`src/rtl/alu_pkg.sv`:
```
// Shared ALU-side definitions: divider FSM states and the divide-by-zero quotient value.
package alu_pkg;
  typedef enum logic [1:0] {DIV_IDLE = 2'd0, DIV_RUN = 2'd1, DIV_DONE = 2'd2} div_state_t;

  // Wide all-ones; users slice off the bits they need.
  localparam logic [63:0] DIV_Q_ON_ZERO = '1;
endpackage

```
`src/rtl/seq_div_16bit_if.sv`:
```
// Start/busy/done handshake plus operand and result buses of the sequential divider.
interface seq_div_16bit_if #(parameter int WIDTH = 16);
  logic             start;
  logic [WIDTH-1:0] dividend;
  logic [WIDTH-1:0] divisor;
  logic             busy;
  logic             done;
  logic [WIDTH-1:0] quotient;
  logic [WIDTH-1:0] remainder;
  logic             div0;

  modport master (output start, dividend, divisor,
                  input  busy, done, quotient, remainder, div0);
  modport slave  (input  start, dividend, divisor,
                  output busy, done, quotient, remainder, div0);
endinterface

```
`src/rtl/seq_div_16bit_step.sv`:
```
// One restoring-division iteration: shift in the next dividend bit, trial-subtract the divisor.
module seq_div_16bit_step #(parameter int WIDTH = 16) (
  input  logic [WIDTH-1:0] rem,
  input  logic             msb,
  input  logic [WIDTH-1:0] divisor,
  output logic [WIDTH-1:0] next_rem,
  output logic             qbit
);
  logic [WIDTH:0]   shifted;
  logic [WIDTH:0]   b_inv;
  logic [WIDTH+1:0] sum;

  // a - b as a + ~b + 1; carry-out set means no borrow.
  assign shifted  = {rem, msb};
  assign b_inv    = ~{1'b0, divisor};
  assign sum      = {1'b0, shifted} + {1'b0, b_inv} + (WIDTH+2)'(1);
  assign qbit     = sum[WIDTH+1];
  assign next_rem = qbit ? sum[WIDTH-1:0] : shifted[WIDTH-1:0];
endmodule

```
`src/rtl/seq_div_16bit.sv`:
```
// Multi-cycle unsigned restoring divider: one quotient bit per clock, start/busy/done handshake.
module seq_div_16bit
  import alu_pkg::*;
#(parameter int WIDTH = 16) (
  input  logic             clk,
  input  logic             rst_n,
  seq_div_16bit_if.slave   bus
);
  localparam int CW = $clog2(WIDTH);

  div_state_t       state_q, state_d;
  logic [CW-1:0]    cnt_q, cnt_d;
  logic [WIDTH-1:0] rem_q, rem_d;
  logic [WIDTH-1:0] quo_q, quo_d;
  logic [WIDTH-1:0] dvs_q, dvs_d;
  logic [WIDTH-1:0] quotient_q, quotient_d;
  logic [WIDTH-1:0] remainder_q, remainder_d;
  logic             div0_q, div0_d;
  logic [WIDTH-1:0] next_rem;
  logic             qbit;

  seq_div_16bit_step #(.WIDTH(WIDTH)) u_step (
    .rem      (rem_q),
    .msb      (quo_q[WIDTH-1]),
    .divisor  (dvs_q),
    .next_rem (next_rem),
    .qbit     (qbit)
  );

  always_comb begin
    state_d     = state_q;
    cnt_d       = cnt_q;
    rem_d       = rem_q;
    quo_d       = quo_q;
    dvs_d       = dvs_q;
    quotient_d  = quotient_q;
    remainder_d = remainder_q;
    div0_d      = div0_q;
    unique case (state_q)
      DIV_IDLE: if (bus.start) begin
        if (bus.divisor != '0) begin
          dvs_d   = bus.divisor;
          rem_d   = '0;
          quo_d   = bus.dividend;
          cnt_d   = CW'(WIDTH-1);
          div0_d  = 1'b0;
          state_d = DIV_RUN;
        end else begin
          // Zero divisor skips the iteration loop entirely.
          quotient_d  = DIV_Q_ON_ZERO[WIDTH-1:0];
          remainder_d = bus.dividend;
          div0_d      = 1'b1;
          state_d     = DIV_DONE;
        end
      end
      DIV_RUN: begin
        rem_d = next_rem;
        quo_d = {quo_q[WIDTH-2:0], qbit};
        cnt_d = cnt_q - CW'(1);
        if (cnt_q == '0) begin
          quotient_d  = {quo_q[WIDTH-2:0], qbit};
          remainder_d = next_rem;
          state_d     = DIV_DONE;
        end
      end
      DIV_DONE: state_d = DIV_IDLE;
      default:  state_d = DIV_IDLE;
    endcase
  end

  always_ff @(posedge clk or negedge rst_n) begin
    if (!rst_n) begin
      state_q     <= DIV_IDLE;
      cnt_q       <= '0;
      rem_q       <= '0;
      quo_q       <= '0;
      dvs_q       <= '0;
      quotient_q  <= '0;
      remainder_q <= '0;
      div0_q      <= 1'b0;
    end else begin
      state_q     <= state_d;
      cnt_q       <= cnt_d;
      rem_q       <= rem_d;
      quo_q       <= quo_d;
      dvs_q       <= dvs_d;
      quotient_q  <= quotient_d;
      remainder_q <= remainder_d;
      div0_q      <= div0_d;
    end
  end

  assign bus.busy      = (state_q == DIV_RUN);
  assign bus.done      = (state_q == DIV_DONE);
  assign bus.quotient  = quotient_q;
  assign bus.remainder = remainder_q;
  assign bus.div0      = div0_q;
endmodule

```
`src/flat_wrapper.sv`:
```
// flat-port wrapper written by rule: the top's interface ports become plain ports
module seq_div_16bit_flat import alu_pkg::*;
#(parameter int WIDTH = 16)
  (clk, rst_n, bus_start, bus_dividend, bus_divisor, bus_busy, bus_done, bus_quotient, bus_remainder, bus_div0);
  seq_div_16bit_if #(.WIDTH(WIDTH)) bus_i ();
  input  logic clk;
  input  logic rst_n;
  input wire logic [$bits(bus_i.start)-1:0] bus_start;
  input wire logic [$bits(bus_i.dividend)-1:0] bus_dividend;
  input wire logic [$bits(bus_i.divisor)-1:0] bus_divisor;
  output wire logic [$bits(bus_i.busy)-1:0] bus_busy;
  output wire logic [$bits(bus_i.done)-1:0] bus_done;
  output wire logic [$bits(bus_i.quotient)-1:0] bus_quotient;
  output wire logic [$bits(bus_i.remainder)-1:0] bus_remainder;
  output wire logic [$bits(bus_i.div0)-1:0] bus_div0;
  assign bus_i.start = bus_start;
  assign bus_i.dividend = bus_dividend;
  assign bus_i.divisor = bus_divisor;
  assign bus_busy = bus_i.busy;
  assign bus_done = bus_i.done;
  assign bus_quotient = bus_i.quotient;
  assign bus_remainder = bus_i.remainder;
  assign bus_div0 = bus_i.div0;
  seq_div_16bit #(.WIDTH(WIDTH)) u_core (.clk(clk), .rst_n(rst_n), .bus(bus_i));
endmodule
```
`config.mk`:
```
export PLATFORM = sky130hd
export DESIGN_NAME = seq_div_16bit_flat
export DESIGN_NICKNAME = d
export VERILOG_FILES = /design/src/rtl/alu_pkg.sv /design/src/rtl/seq_div_16bit_if.sv /design/src/rtl/seq_div_16bit_step.sv /design/src/rtl/seq_div_16bit.sv /design/src/flat_wrapper.sv
export SDC_FILE = /design/constraint.sdc
export NUM_CORES = 1
export LEC_CHECK = 0
export CORE_MARGIN = 3
export CORE_UTILIZATION = 30
export CTS_CLUSTER_SIZE = 12
export DETAILED_ROUTE_END_ITERATION = 6
export PLACE_DENSITY = 0.48
export SYNTH_ARGS = -nofsm -noshare
export SYNTH_HDL_FRONTEND = slang
export SYNTH_SLANG_ARGS = --single-unit
```
`constraint.sdc`:
```
create_clock -name clk -period 5.93 [get_ports clk]
set_clock_uncertainty 0.2 [all_clocks]
set_input_delay 1.186 -clock clk [delete_from_list [all_inputs] [get_ports clk]]
set_output_delay 1.186 -clock clk [all_outputs]
set_load 0.01 [all_outputs]
```
==> metrics.md, run 1 <==
| Metric | Value |
|---|---|
| Post-synthesis compound-gate area fraction | `0.1951` |
| Slew Limit Fails | `0` |
| Number of synthesized flops with an enable pin | `0` |
| Critical Path End Type | `flop` |
| CP Data Arrival Time | `about 3700 ps` |
| Layout fillers | `1595` |
| Mux cell area share after synthesis | `0.06973` |
| # hold bufs at CTS | `0` |
| Clk_lat worst skew | `approximately 350 ps` |
| Cts repair resizes | `0` |
| Fin nets | `650` |
| Status | `finished, final reports clean` |
| Worst Hold Margin | `between 200 and 300 ps` |
| YS warnings | `0` |
| Vias per Instance | `around 5.3` |
| Antenna diodes | `0` |
| Setup crit start kind | `primary input` |
| Postcts setup bufs | `0` |
| Hold Path Class | `flop to flop` |
| Aggregate global-route resource usage | `0.1714` |
| Max Cap Viol | `0` |
| Slowest library cell on the worst path | `nand2b_1` |
| Post-synth top flop | `dfrtp_1` |
| Hpwl dp | `roughly 11000 um` |
| Fin crit share | `0.6182` |
| Delay of the slowest critical-path stage | `about 720 ps` |
| Main combinational cell family by area after synthesis | `compound AO/OA/AOI/OAI gates` |
| Num rows | `between 40 and 50` |
| Non-Filler Instances | `813` |
| Initial antenna violation count | `0` |
| Die Span Y | `around 130 um` |
| Final Instance Area | `~0.0061 mm^2` |
| Die W | `133.6 um` |
| Die ar. | `between 0.015 and 0.02 mm^2` |
| Pre-CTS setup slack | `about 1900 ps` |
| Critical-path cell list | `clkdlybuf4s50_1 > nor4_1 > nand4_1 > nand2b_1 > mux2_2` |
| Cell variety after synth | `56` |
| Share of cells above drive strength 1 | `0.08638` |
| CTS tree | `done` |
| Crit path time final | `3666 ps` |
| Number of synthesized register bits | `87` |
| Drt pass-1 iters | `5` |
| Max VDD drop | `between 0.0002 and 0.00025 V` |
| Grt total ovfl | `0` |
| Setup ws final | `roughly 2300 ps` |
| DR WL/cell | `around 18 um` |
| Crit path kind | `primary input to flop` |
| Dpl cells | `around 800` |
| Vias in the first global route | `between 4k and 5k` |
| Xor and xnor area share after synthesis | `0.01974` |
| Area delta synth->final | `24.30%` |
| Iteration-0 DRC Markers | `~330` |
| Synth Cell Area | `about 0.005 mm^2` |
| Area post-placement | `slightly below 0.006 mm^2` |
| Initial Util | `0.3141` |
| Post-Synth Adder-Cell Area | `0.04768` |
| Vias | `4284` |
| Crit path max fanout | `18` |
| Residual DRC | `0` |
| Simple-gate share of the synthesized area | `0.1748` |
| Routed Antenna Nets | `0` |
| Most common cell after layout, fill and taps aside | `dfrtp_1` |
| First-pass GRT wire length | `24290 um` |
| Avg Synthesized Cell Area | `9.056 um^2` |
| Final setup TNS | `0 ps` |
| Ys async rst share | `1.000` |
| Least-Margin Pin Slew | `917.8 ps` |
| H-tree lvl count | `3` |
| I/O Buffers | `69` |
| Worst path required time | `a little under 6000 ps` |
| Fmax | `~270 MHz` |
| Final GP Congestion | `roughly 0.84` |
| Synth Instances | `between 500 and 600` |
| Slew HR | `0.3881` |
| CTS buffer count | `9` |
| RSZ-0062 raised after global routing | `no` |
| Clock transition at path regs | `~70 ps` |
| Final setup fails | `0` |
| Clock buffer depth | `2` |
| Largest net degree at the start of global routing | `61` |
| Final Hold Violating Endpoints | `0` |
| Placeable Area | `~0.016 mm^2` |
| # IOs | `70` |
| Power Density | `638.7 mW/mm^2` |
| Total Routed Length | `~15000 um` |
| Synth Net Count | `between 500 and 600` |
| Sequential area share after synthesis | `0.4460` |
| Root buffer cell | `clkbuf_16` |
| Commonest cells after routing, fill and taps aside | `dfrtp_1, clkdlybuf4s50_1, nand2_1` |
| Num Clock Sinks | `87` |
| Leakage | `approximately 2.5 nW` |
==> metrics by stage <==
step / total power, W / util
floorplan: 0.002555 / -
global placement: 0.003287 / 0.3717
detailed placement: 0.003314 / 0.3717
CTS: 0.003895 / 0.3904
global route: 0.004224 / 0.3904
finish: 0.003875 / 0.3904
==> logic make-up after synthesis <==
logic type	after synthesis
adder cells (fa/ha/maj)	18
flip-flops	87
buffers and inverters	56
XOR/XNOR	11
multiplexers	32
AO/OA/AOI/OAI	152
AND/OR/NAND/NOR	183
==> metal layers <==
metal,GRT usage,part of all wire
met5,0,0
met4,0.04286,0.0083
met3,0.03399,0.045
met2,0.2650,0.46
met1,0.2468,0.49
==> where the power goes <==
part	internal [W]	leakage (nW)	switching, W	total, W
combinational	0.000943	1.34	0.00126	0.00220
clock	0.000303	0.146	0.000257	0.000560
sequential	0.000886	1.00	0.000227	0.00111
total	0.00213	2.49	0.00174	0.00388
==> flip-flops by register name (all words and copies together), names as in the netlist <==
| signal | cells |
|---|---|
| u_core.rem_q | 16 |
| u_core.dvs_q | 16 |
| u_core.bus.div0 | 1 |
| u_core.bus.quotient | 16 |
| u_core.quo_q | 16 |
| u_core.bus.remainder | 16 |
| u_core.state_q | 2 |
| u_core.cnt_q | 4 |
==> final timing paths <==
path                             startpoint                        to  slack (ps)  depth (start not counted)
setup / recovery            bus_divisor[11]           u_core.dvs_q[8]        2260                          5
hold / removal              u_core.bus.div0           u_core.bus.div0         290                          1
setup reg to reg           u_core.rem_q[11]          u_core.rem_q[15]        2790                          7
hold reg to reg             u_core.bus.div0           u_core.bus.div0         290                          1
max in group asynchronous             rst_n           u_core.dvs_q[5]        3840                          2
min in group asynchronous             rst_n  u_core.bus.remainder[11]         560                          1
==> synth_stat cells, types with 2 or more instances <==
| library cell | n | share of area |
|---|---|---|
| ha_1 | 17 | 0.044 |
| buf_2 | 6 | 0.0062 |
| a31oi_1 | 7 | 0.0090 |
| o31ai_1 | 4 | 0.0062 |
| nor4_1 | 10 | 0.013 |
| nor2_1 | 49 | 0.038 |
| nor3_1 | 8 | 0.0082 |
| nor2b_1 | 2 | 0.0026 |
| nand2_1 | 62 | 0.048 |
| o221ai_1 | 2 | 0.0036 |
| a41oi_1 | 3 | 0.0054 |
| o21ai_1 | 3 | 0.0031 |
| o2111ai_1 | 6 | 0.011 |
| buf_1 | 2 | 0.0015 |
| o31a_1 | 2 | 0.0036 |
| o21bai_1 | 2 | 0.0031 |
| a211oi_1 | 7 | 0.011 |
| xnor2_1 | 9 | 0.016 |
| or3_1 | 10 | 0.013 |
| mux2_2 | 16 | 0.037 |
| o211ai_1 | 15 | 0.023 |
| a21oi_1 | 35 | 0.036 |
| mux2i_1 | 16 | 0.033 |
| dfrtp_1 | 87 | 0.45 |
| inv_1 | 24 | 0.018 |
| xor2_1 | 2 | 0.0036 |
| a21o_1 | 3 | 0.0046 |
| o21ai_0 | 50 | 0.051 |
| nand3_1 | 11 | 0.011 |
| o21a_1 | 3 | 0.0046 |
| nand2b_1 | 3 | 0.0038 |
| and2_1 | 2 | 0.0026 |
| clkbuf_1 | 22 | 0.017 |
| nand4_1 | 16 | 0.021 |
| or2_2 | 2 | 0.0026 |
==> area by class of cell <==
cell class,instances,area [um^2],area share
clock inverter,6,51.30,0.008455
tap,211,264.0,0.04351
clock buffer,10,239.0,0.03939
sequential,87,2177,0.3588
inverter,24,90.09,0.01485
multi-input combinational,396,2482,0.4092
timing repair buffer,79,763.2,0.1258
==> worst max-delay path, delay by kind of cell <==
kind | cells | cell delay (ps)
AND/OR/NAND/NOR | 3 | 1660
buffers and inverters | 1 | 430
multiplexers | 1 | 420
(Power assumes the default switching activity.)
==> run 2: changes to the inputs <==
- clock period: 5.93 -> 3.76 ns (I/O delays scaled with it)
==> metrics.md, run 2 (same netlist as run 1, synthesis figures left out) <==
| Metric | Value |
|---|---|
| Power Density | `992.4 mW/mm^2 (+55%)` |
| Drt pass-1 iters | `5 (unchanged)` |
| Final setup TNS | `0 ps (unchanged)` |
| RSZ-0062 raised after global routing | `no` |
| Status | `finished, final reports clean` |
| Clock transition at path regs | `70 ps (about the same)` |
| Max Cap Viol | `0 (unchanged)` |
| Residual DRC | `0 (unchanged)` |
| Int Pwr | `0.003354 W (+57%)` |
| Final setup fails | `0 (unchanged)` |
| Hpwl dp | `10860 um (+2.8%)` |
| Clock share of power | `0.138 (-0.007)` |
| Commonest cells after routing, fill and taps aside | `dfrtp_1, clkdlybuf4s50_1, nand2_1` |
| Layout fillers | `1598 (+0.19%)` |
| Die W | `133.6 um (unchanged)` |
| Final Hold Violating Endpoints | `0 (unchanged)` |
| Crit path kind | `flop to flop` |
| Aggregate global-route resource usage | `0.1710 (-0.0003601)` |
| Initial antenna violation count | `0 (unchanged)` |
| Comb pwr share | `0.573 (+0.005)` |
| Origin of the worst setup path | `u_core.rem_q[11]` |
| Postcts setup bufs | `0 (unchanged)` |
| Area delta synth->final | `24.99%` |
| Met3 Track Usage GR | `0.03701 (+0.003021)` |
| Fin crit share | `0.8283` |
| Placeable Area | `0.01554 mm^2 (unchanged)` |
| Die ar. | `0.01784 mm^2 (unchanged)` |
| Largest net degree at the start of global routing | `42 (-31%)` |
| Most common cell after layout, fill and taps aside | `dfrtp_1` |
| Cts repair resizes | `0 (unchanged)` |
| Clk_lat worst skew | `350 ps (about the same)` |
| Final Instance Area | `0.006101 mm^2 (+0.56%)` |
| Grt total ovfl | `0 (unchanged)` |
| H-tree lvl count | `3 (unchanged)` |
| Num Clock Sinks | `87 (unchanged)` |
| Vias per Instance | `5.239 (-0.57%)` |
| Vias in the first global route | `4329 (+1.7%)` |
| Total Routed Length | `14840 um (+1.3%)` |
| Hold Path Class | `primary input to asynchronous set/reset pin` |
| Area post-placement | `0.005829 mm^2 (+0.91%)` |
| Routed Antenna Nets | `0 (unchanged)` |
| Num rows | `45 (unchanged)` |
| Fmax | `321.1 MHz` |
| CTS tree | `done` |
| Share of cells above drive strength 1 | `0.09539 (+0.009016)` |
| Busiest layer in global routing | `met2` |
| Switch share | `0.4461 (-0.003918)` |
| Antenna diodes | `0 (unchanged)` |
| Crit path max fanout | `22 (+4)` |
| Final GP Congestion | `0.8162 (-3.1%)` |
| Critical-path cell list | `ha_1 > nand2_1 > or3_1 > nor3b_2 > o21a_2 > o21ai_0 > o211ai_1` |
| Setup crit start kind | `flop` |
| Root buffer cell | `clkbuf_16` |
| Least-Margin Pin Slew | `735.2 ps (-182.6 ps)` |
| Iteration-0 DRC Markers | `336 (+3.4%)` |
| Reg power frac | `0.289 (+0.002)` |
| Max VDD drop | `0.0004703 V (+95%)` |
| Slew HR | `0.5099 (+0.1218)` |
| CTS buffer count | `9 (unchanged)` |
| Leakage | `2.511 nW (+0.67%)` |
| Critical Path End Type | `flop` |
| First-pass GRT wire length | `24120 um (-0.68%)` |
| GR Layer Usage met1 | `0.2409 (-0.005843)` |
| Worst path required time | `3820 ps (-2140 ps)` |
| Crit path time final | `between 3000 and 4000 ps` |
| Vias | `4291 (+0.16%)` |
| Delay of the slowest critical-path stage | `520 ps (-200 ps)` |
| Clock buffer depth | `2 (unchanged)` |
| Switching pwr | `0.002701 W (+55%)` |
| I/O Buffers | `69 (unchanged)` |
| CP Data Arrival Time | `3170 ps (-530 ps)` |
| Die Span Y | `133.6 um (unchanged)` |
| Initial Util | `0.3141 (unchanged)` |
| Met2 Usage GRT | `0.2666 (+0.001693)` |
| # hold bufs at CTS | `0 (unchanged)` |
| # IOs | `70 (unchanged)` |
| Slew Limit Fails | `0 (unchanged)` |
| Reg-to-reg startpoint | `u_core.rem_q[11]` |
| DR WL/cell | `18.12 um (+0.54%)` |
| Slowest library cell on the worst path | `o21a_2` |
| Fin nets | `657 (+1.1%)` |
## run 2: worst paths after layout
check	end	slack [ps]	depth (start not counted)
min reg2reg	u_core.dvs_q[8]	310	1
max in group asynchronous	u_core.rem_q[7]	2420	2
max	u_core.rem_q[15]	650	7
min in group clk	u_core.dvs_q[8]	310	1
min	u_core.bus.quotient[13]	190	1
max reg2reg	u_core.rem_q[15]	650	7
## run 2: power groups by stage
stage	clock (W)	combinational, W	sequential (W)
after detailed placement	0	0.00347	0.00177
after floorplan	0	0.00232	0.00171
after global routing	0.000904	0.00389	0.00181
after global placement	0	0.00344	0.00176
final	0.000836	0.00347	0.00175
after CTS	0.000869	0.00348	0.00175
## run 2: critical path: cells and delay by family, from the launching register on
| kind | cells | cell delay [ps] |
|---|---|---|
| AND/OR/NAND/NOR | 3 | 820 |
| AO/OA/AOI/OAI | 3 | 1180 |
| flip-flops | 1 | 440 |
| adder cells (fa/ha/maj) | 1 | 390 |
## run 2: through the flow
stage	util	power (W)	cells	setup slack [ps]	hold slack [ps]
finish	0.3926	0.006055	819	645.5	187.7
global route	0.3926	0.006606	819	414.8	230.8
CTS	0.3926	0.006105	819	610.6	212.7
detailed placement	0.3751	0.005235	804	306.0	296.7
global placement	0.3751	0.005198	804	354.2	292.7
floorplan	-	0.004030	539	1242	256.4
## run 2: routing by layer
| layer | share of wire | up-vias |
|---|---|---|
| met5 | 0 | - |
| met4 | 0.014 | 0 |
| li1 | - | 2078 |
| met1 | 0.48 | 2081 |
| met2 | 0.45 | 118 |
| met3 | 0.050 | 14 |
## run 2: final cells by class
cell class / count / area (um^2) / area share
Inverter: 24 / 90.09 / 0.01477
Sequential cell: 87 / 2177 / 0.3569
Clock inverter: 6 / 46.29 / 0.007588
Timing Repair Buffer: 86 / 815.8 / 0.1337
Multi-Input combinational cell: 396 / 2482 / 0.4069
Tap cell: 211 / 264.0 / 0.04327
Clock buffer: 9 / 225.2 / 0.03692
